===== src/rtl/ram_port_arbiter_if.sv =====
// Bundle of the two requester ports and the RAM-side bus for ram_port_arbiter.
// No logic, so latency does not apply.
// Valid/ready handshake lives here; the arbiter never buffers a request.
interface ram_port_arbiter_if #(
    parameter int A = 10,
    parameter int D = 8
);
    // video scan port (read only)
    logic         p0_req;
    logic [A-1:0] p0_addr;
    logic         p0_ready;
    logic [D-1:0] p0_rdata;
    logic         p0_rvalid;
    // CPU port (read/write)
    logic         p1_valid;
    logic         p1_we;
    logic [A-1:0] p1_addr;
    logic [D-1:0] p1_din;
    logic         p1_ready;
    logic [D-1:0] p1_rdata;
    logic         p1_rvalid;
    // RAM side
    logic [A-1:0] ram_addr;
    logic [D-1:0] ram_din;
    logic         ram_we;
    logic [D-1:0] ram_dout;

    modport slave (
        input  p0_req, p0_addr, p1_valid, p1_we, p1_addr, p1_din, ram_dout,
        output p0_ready, p0_rdata, p0_rvalid, p1_ready, p1_rdata, p1_rvalid,
               ram_addr, ram_din, ram_we
    );

    modport master (
        output p0_req, p0_addr, p1_valid, p1_we, p1_addr, p1_din, ram_dout,
        input  p0_ready, p0_rdata, p0_rvalid, p1_ready, p1_rdata, p1_rvalid,
               ram_addr, ram_din, ram_we
    );
endinterface


===== src/rtl/ram_port_arbiter.sv =====
// Two-port front end for a single-port synchronous RAM; video port wins unless the CPU has starved.
// Grant/RAM drive is combinational; read data returns with rvalid one cycle after acceptance.
// Loser sees ready=0 and must hold its request; nothing is buffered, so throughput is one access per cycle.
module ram_port_arbiter #(
    parameter int A      = 10,
    parameter int D      = 8,
    parameter int STARVE = 4
) (
    input logic              clk,
    input logic              reset,
    ram_port_arbiter_if.slave bus
);
    localparam logic [3:0] STARVE_C = 4'(STARVE);

    logic [3:0]   wait_q, wait_d;
    logic         rv0_q, rv0_d;
    logic         rv1_q, rv1_d;
    logic         force1;
    logic         g0, g1;
    logic [A-1:0] addr_mux;
    logic [D-1:0] din_mux;

    // Single grant per cycle: CPU only when video is idle or CPU has waited STARVE cycles.
    // Grants are gated by reset so nothing is accepted or written while in reset.
    always_comb begin
        force1 = (wait_q >= STARVE_C);
        g1     = reset & bus.p1_valid & (~bus.p0_req | force1);
        g0     = reset & bus.p0_req & ~g1;
    end

    // RAM address follows the granted port; the video port is the idle default.
    always_comb begin
        addr_mux = g1 ? bus.p1_addr : bus.p0_addr;
        din_mux  = bus.p1_din;
    end

    assign bus.p0_ready  = g0;
    assign bus.p1_ready  = g1;
    assign bus.ram_addr  = addr_mux;
    assign bus.ram_din   = din_mux;
    assign bus.ram_we    = g1 & bus.p1_we;
    assign bus.p0_rvalid = rv0_q;
    assign bus.p1_rvalid = rv1_q;
    assign bus.p0_rdata  = bus.ram_dout;
    assign bus.p1_rdata  = bus.ram_dout;

    // Starvation counter restarts on a CPU grant or when the CPU stops asking; saturates at STARVE.
    // Read-valid flags mark which port owns the RAM output on the next cycle.
    always_comb begin
        wait_d = wait_q;
        if (g1 || !bus.p1_valid) begin
            wait_d = '0;
        end else if (wait_q < STARVE_C) begin
            wait_d = wait_q + 4'd1;
        end
        rv0_d = g0;
        rv1_d = g1 & ~bus.p1_we;
    end

    // State registers; reset cancels any pending read return.
    always_ff @(posedge clk or negedge reset) begin
        if (!reset) begin
            wait_q <= '0;
            rv0_q  <= 1'b0;
            rv1_q  <= 1'b0;
        end else begin
            wait_q <= wait_d;
            rv0_q  <= rv0_d;
            rv1_q  <= rv1_d;
        end
    end
endmodule


===== src/flat_wrapper.sv =====
// flat-port wrapper written by rule: the top's interface ports become plain ports
module ram_port_arbiter_flat 
#(
    parameter int A      = 10,
    parameter int D      = 8,
    parameter int STARVE = 4
)
  (clk, reset, bus_p0_req, bus_p0_addr, bus_p1_valid, bus_p1_we, bus_p1_addr, bus_p1_din, bus_ram_dout, bus_p0_ready, bus_p0_rdata, bus_p0_rvalid, bus_p1_ready, bus_p1_rdata, bus_p1_rvalid, bus_ram_addr, bus_ram_din, bus_ram_we);
  ram_port_arbiter_if #(.A(A), .D(D)) bus_i ();
  input logic clk;
  input logic reset;
  input wire logic [$bits(bus_i.p0_req)-1:0] bus_p0_req;
  input wire logic [$bits(bus_i.p0_addr)-1:0] bus_p0_addr;
  input wire logic [$bits(bus_i.p1_valid)-1:0] bus_p1_valid;
  input wire logic [$bits(bus_i.p1_we)-1:0] bus_p1_we;
  input wire logic [$bits(bus_i.p1_addr)-1:0] bus_p1_addr;
  input wire logic [$bits(bus_i.p1_din)-1:0] bus_p1_din;
  input wire logic [$bits(bus_i.ram_dout)-1:0] bus_ram_dout;
  output wire logic [$bits(bus_i.p0_ready)-1:0] bus_p0_ready;
  output wire logic [$bits(bus_i.p0_rdata)-1:0] bus_p0_rdata;
  output wire logic [$bits(bus_i.p0_rvalid)-1:0] bus_p0_rvalid;
  output wire logic [$bits(bus_i.p1_ready)-1:0] bus_p1_ready;
  output wire logic [$bits(bus_i.p1_rdata)-1:0] bus_p1_rdata;
  output wire logic [$bits(bus_i.p1_rvalid)-1:0] bus_p1_rvalid;
  output wire logic [$bits(bus_i.ram_addr)-1:0] bus_ram_addr;
  output wire logic [$bits(bus_i.ram_din)-1:0] bus_ram_din;
  output wire logic [$bits(bus_i.ram_we)-1:0] bus_ram_we;
  assign bus_i.p0_req = bus_p0_req;
  assign bus_i.p0_addr = bus_p0_addr;
  assign bus_i.p1_valid = bus_p1_valid;
  assign bus_i.p1_we = bus_p1_we;
  assign bus_i.p1_addr = bus_p1_addr;
  assign bus_i.p1_din = bus_p1_din;
  assign bus_i.ram_dout = bus_ram_dout;
  assign bus_p0_ready = bus_i.p0_ready;
  assign bus_p0_rdata = bus_i.p0_rdata;
  assign bus_p0_rvalid = bus_i.p0_rvalid;
  assign bus_p1_ready = bus_i.p1_ready;
  assign bus_p1_rdata = bus_i.p1_rdata;
  assign bus_p1_rvalid = bus_i.p1_rvalid;
  assign bus_ram_addr = bus_i.ram_addr;
  assign bus_ram_din = bus_i.ram_din;
  assign bus_ram_we = bus_i.ram_we;
  ram_port_arbiter #(.A(A), .D(D), .STARVE(STARVE)) u_core (.clk(clk), .reset(reset), .bus(bus_i));
endmodule

===== config.mk =====
export PLATFORM = sky130hd
export DESIGN_NAME = ram_port_arbiter_flat
export DESIGN_NICKNAME = d
export VERILOG_FILES = /design/src/rtl/ram_port_arbiter_if.sv /design/src/rtl/ram_port_arbiter.sv /design/src/flat_wrapper.sv
export SDC_FILE = /design/constraint.sdc
export NUM_CORES = 1
export LEC_CHECK = 0
export CAP_MARGIN = 10
export CELL_PAD_IN_SITES_DETAIL_PLACEMENT = 1
export CELL_PAD_IN_SITES_GLOBAL_PLACEMENT = 1
export CORE_UTILIZATION = 15
export DETAILED_ROUTE_END_ITERATION = 12
export GPL_TIMING_DRIVEN = 0
export PLACE_DENSITY_LB_ADDON = 0.25
export SLEW_MARGIN = 20
export SYNTH_ARGS = -nofsm -noshare
export SYNTH_HDL_FRONTEND = slang
export SYNTH_SLANG_ARGS = --single-unit

===== constraint.sdc =====
create_clock -name clk -period 1.5 [get_ports clk]
set_clock_uncertainty 0.05 [all_clocks]
set_input_delay 0.3 -clock clk [delete_from_list [all_inputs] [get_ports clk]]
set_output_delay 0.3 -clock clk [all_outputs]
set_load 0.05 [all_outputs]

---- Word level (Yosys, flattened, before mapping) ----
Index checks and enable logic that the tools add are counted.
Widths: inputs -> output; s select.
word-level totals
  register bits ........................... 6
  input bits .............................. 41
  output and inout bits ................... 39
  logic and storage cells ................. 22
operators by class
  add/subtract/negate cells ............... 1
  order comparisons ....................... 2
  multiplexer cells ....................... 3
  bitwise gates (word level) .............. 10
  reductions and logical operators ........ 3
operators with widths
  operator             number
  $mux 10              1
  $mux 4               2
  $and 1x1->1          6
  $add 4x1->4 const B  1
  $ge 4x3->1 const B   1
  $lt 4x3->1 const B   1
  $not 1->1            3
  $reduce_bool 2->1    1
  $logic_not 1->1      1
  $logic_or 1x1->1     1
  $or 1x1->1           1

---- Depth between registers and ports, before layout ----
  depth after elaboration ................. 5
  gate-level depth with buffers ........... 5

---- Least setup slack after synthesis ----
OpenSTA, ideal clock, no wires.
  path type ............................... reg-to-output
  from .................................... register u_core.wait_q[2]
  to ...................................... output port bus_p0_ready
  arrival time ............................ 1,544 ps
  data required time ...................... 1,150 ps
  setup slack ............................. -394 ps
  cell stages (with the launch flop) ...... 3
  buffers on the path ..................... 0
  cells stage by stage .................... dfrtp_1 -> or2_2 -> a21oi_1
between the ends
  longest elaborated chain between the ends .. 5
ends and longest elaborated chain
  element                 RTL line                RTL
  start, declared         ram_port_arbiter.sv:15  logic [3:0] wait_q, wait_d;
  start signal, assigned  ram_port_arbiter.sv:67  wait_q <= wait_d;
  $ge 4x3->1              ram_port_arbiter.sv:26  force1 = (wait_q >= STARVE_C);
  $or 1x1->1              ram_port_arbiter.sv:27  g1 = reset & bus.p1_valid & (~bus.p0_req | force1);
  $and 1x1->1             ram_port_arbiter.sv:27
  $not 1->1               ram_port_arbiter.sv:28  g0 = reset & bus.p0_req & ~g1;
  $and 1x1->1             ram_port_arbiter.sv:28
  end, declared           flat_wrapper.sv:19      output wire logic [$bits(bus_i.p0_ready)-1:0] bus_p0_ready;
No other way between the ends.

---- Final worst setup path ----
  from .................................... register u_core.wait_q[2]
  to ...................................... output port bus_ram_addr[8]
between the ends
  longest elaborated chain between the ends .. 4
ends and longest elaborated chain
  element        RTL line                RTL
  $ge 4x3->1     ram_port_arbiter.sv:26
  $or 1x1->1     ram_port_arbiter.sv:27
  $and 1x1->1    ram_port_arbiter.sv:27
  $mux 10        ram_port_arbiter.sv:33  addr_mux = g1 ? bus.p1_addr : bus.p0_addr;
  end, declared  flat_wrapper.sv:25      output wire logic [$bits(bus_i.ram_addr)-1:0] bus_ram_addr;
No other way between the ends.

==> impl_metrics.toml <==
[clocking]
clk_latency_ns = 0.22
cts.clk_slew.worst_paths_ns = 0.04
tritoncts.num_buffers = 3
clock_path_buffers = 2
cts_tree = "yes"
htreeDepth = 1
cts.sinks = 6
cts_root_buf = "clkbuf_8"

[routing]
drt_pass1_iterations = 4
initialDrtViolationCount = 6
drtAntennaViolNets = 0
wl_um = 2210
dr_total_vias = 733
viasPerCell = 3.88
drc = 0
routedWlPerCell_um = 11.7

[logic_synthesis]
yosysSeqAreaShare_pct = 23.4
synth_fp_nets = 106
syn_inst = 64
synthTopCellsByArea = "buf_4 28%, dfrtp_1 23%, mux2_4 16%"
ys_ff_latch = 6
syn-cell-area_um2 = 642
synth_top_area_cell = "buf_4"
avgSynthCellArea_um2 = 10.0
synth_warnings = 0
synth_cell_types = 22
yosysTopAreaCellShare_pct = 28.1

[finish]
fin_cells = 189
num_antenna_cells = 0
drive_gt1_share_pct = 48.9
final_area_um2 = 1500
fill_cells = 476
area_delta_synth_final_pct = 134
num-nets-final = 183

[placement]
place_area_um2 = 1350
place.gp.congestion = 0.648
dp_hpwl_um = 1750
dpl_worst_slack_ns = -1.48
io_buffer_count = 62
dp.cells = 176

[job]
maxCapViolations = 0

[sta]
finalWorstSetupSlack_ns = -0.385
fmax_mhz = 531
relSlewSlack_pct = 65.7
worst_slew_pin_slew_ns = 0.517
period_needed_ns = 1.88
fin_crit_sh_pct = 126
hold_violations = 0
setup_violations = 13
grt_setup_unrepaired = "true"
holdWs_ns = 0.243
drv_slew = 0

[setup_path]
rr_endpoint = "u_core.wait_q[1]"
rr_startpoint = "u_core.wait_q[2]"
reg2regPathDepth = 4
critPathMaxFanout = 3
reg2reg_slack_ns = 0.25
required_ns = 1.15
start_kind = "flop"
critPathCaptureType = "primary output"
critPathKind = "flop to primary output"
critPathArrivalTime_ns = 1.53

[floorplanning]
die_w_um = 67.4
die_area_um2 = 4540
core_um2 = 4060
initial_core_util_pct = 15.8
placementRows = 23
die_h_um = 67.4
boundaryPins = 80

[min_path]
holdCritStartpoint = "bus_p1_valid"
min_to = "u_core.bus.p0_rvalid"
hold_class = "input port to flop"
holdPathStages = 2

[outcome]
status = "finished, violations left"
violations = "setup timing"

[grt]
antenna_found_initial = 0
grt_overflow_total = 0
grt_max_degree = 9
grt_util_all_layers_pct = 9.92
grt_pass1_wl_um = 3310
grt_pass1_vias = 749

[power_and_ir_drop]
p_leak_nw = 0.741
pwr_density_cell_nw_per_um2 = 631
irDropWorstVdd_uv = 288
p_total_mw = 0.949
registers in the layout, summed over array words and instances (netlist names):
| signal | count |
|---|---|
| u_core.bus.p1_rvalid | 1 |
| u_core.wait_q | 4 |
| u_core.bus.p0_rvalid | 1 |
layout make-up:
cell class | instances | area [um^2] | share of cell area, %
well taps | 50 | 62.6 | 4.16
clock buffers | 3 | 41.3 | 2.75
repair buffers | 73 | 743 | 49.4
multi-input cells | 32 | 312 | 20.7
flip-flops and latches | 6 | 150 | 9.98
plain buffers | 25 | 195 | 13.0
synthesized netlist by cell type:
master	count
nor2_1	1
and2_1	1
nor2_4	1
nand4b_1	1
nand3b_1	1
or2_2	1
nor2b_1	3
nand2_1	2
mux2_2	3
nand2_2	1
nand3_1	2
o21ai_0	2
buf_2	1
mux2_4	7
a21oi_4	1
buf_4	24
a21oi_1	2
o22ai_1	1
buf_12	1
ha_1	1
dfrtp_1	6
nand2b_1	1
worst max-delay path by stage:
stage | from | end | slack [ns]
2_1_floorplan | u_core.wait_q[3] | bus_ram_addr[0] | -0.06
3_3_place_gp | reset | bus_ram_addr[4] | -1.45
3_5_place_dp | reset | bus_ram_addr[2] | -1.48
4_1_cts | u_core.wait_q[2] | bus_ram_addr[2] | -0.44
5_1_grt | u_core.wait_q[2] | bus_ram_addr[7] | -0.43
6_report | u_core.wait_q[2] | bus_ram_addr[8] | -0.38
power breakdown:
group / total (mW) / internal [mW] / switching, mW
combinational: 0.534 / 0.238 / 0.295
clock: 0.241 / 0.172 / 0.0685
sequential: 0.175 / 0.170 / 0.00444
layer usage:
layer | routed length (um) | GRT usage [%]
met5 | 0 | 0
met2 | 1240 | 17.0
met3 | 149 | 2.03
met1 | 807 | 11.7
met4 | 20 | 4.79
logic make-up after synthesis:
kind of cell / Yosys count / share of synthesized area (%)
AO/OA/AOI/OAI: 6 / 6.63
adder cells (fa/ha/maj): 1 / 1.95
AND/OR/NAND/NOR: 15 / 14.4
flip-flops: 6 / 23.4
buffers and inverters: 26 / 32.0
multiplexers: 10 / 21.6
stage by stage:
| step | TNS (ns) | util [%] |
|---|---|---|
| 6_report | -3.90 | 37.1 |
| 3_5_place_dp | -19.25 | 33.2 |
| 5_1_grt | -4.41 | 37.1 |
| 4_1_cts | -4.82 | 37.2 |
| 2_1_floorplan | -0.425 | - |
| 3_3_place_gp | -18.75 | 33.2 |
timing repair:
item,CTS,global route
gates resized for setup,139,5
endpoints found under the setup margin,40,13
endpoints found under the hold margin,6,0
hold buffers,1,0
pin swaps,3,3
setup buffers,7,3
cloned,1,0
critical path, stage by stage (launching register included):
cell and delay, ns:
dfrtp_1 0.40, nor2_4 0.14, a21oi_4 0.08, buf_6 0.13, buf_6 0.10, mux2_4 0.30, buf_8 0.15
cells in the final DEF, fill, tap and decap left out:
master           Yosys  layout
nand2_1              2       2
nor2b_1              3       3
nand3b_1             1       1
o21ai_0              2       2
mux2_4               7      10
buf_2                1       1
o22ai_1              1       1
clkbuf_8             0       3
nand3_1              2       2
nand2b_1             1       1
nor2_4               1       1
and2_4               0       1
nand2_2              1       1
buf_4               24      27
dfrtp_1              6       6
buf_6                0      11
nand4b_1             1       1
nor2_1               1       1
clkdlybuf4s50_1      0      21
a21oi_1              2       1
a21oi_4              1       2
buf_8                0      10
ha_1                 1       1
or2_2                1       1
dlygate4sd2_1        0      27
dlygate4sd3_1        0       1
No activity file was read; power rests on OpenSTA's default activity.
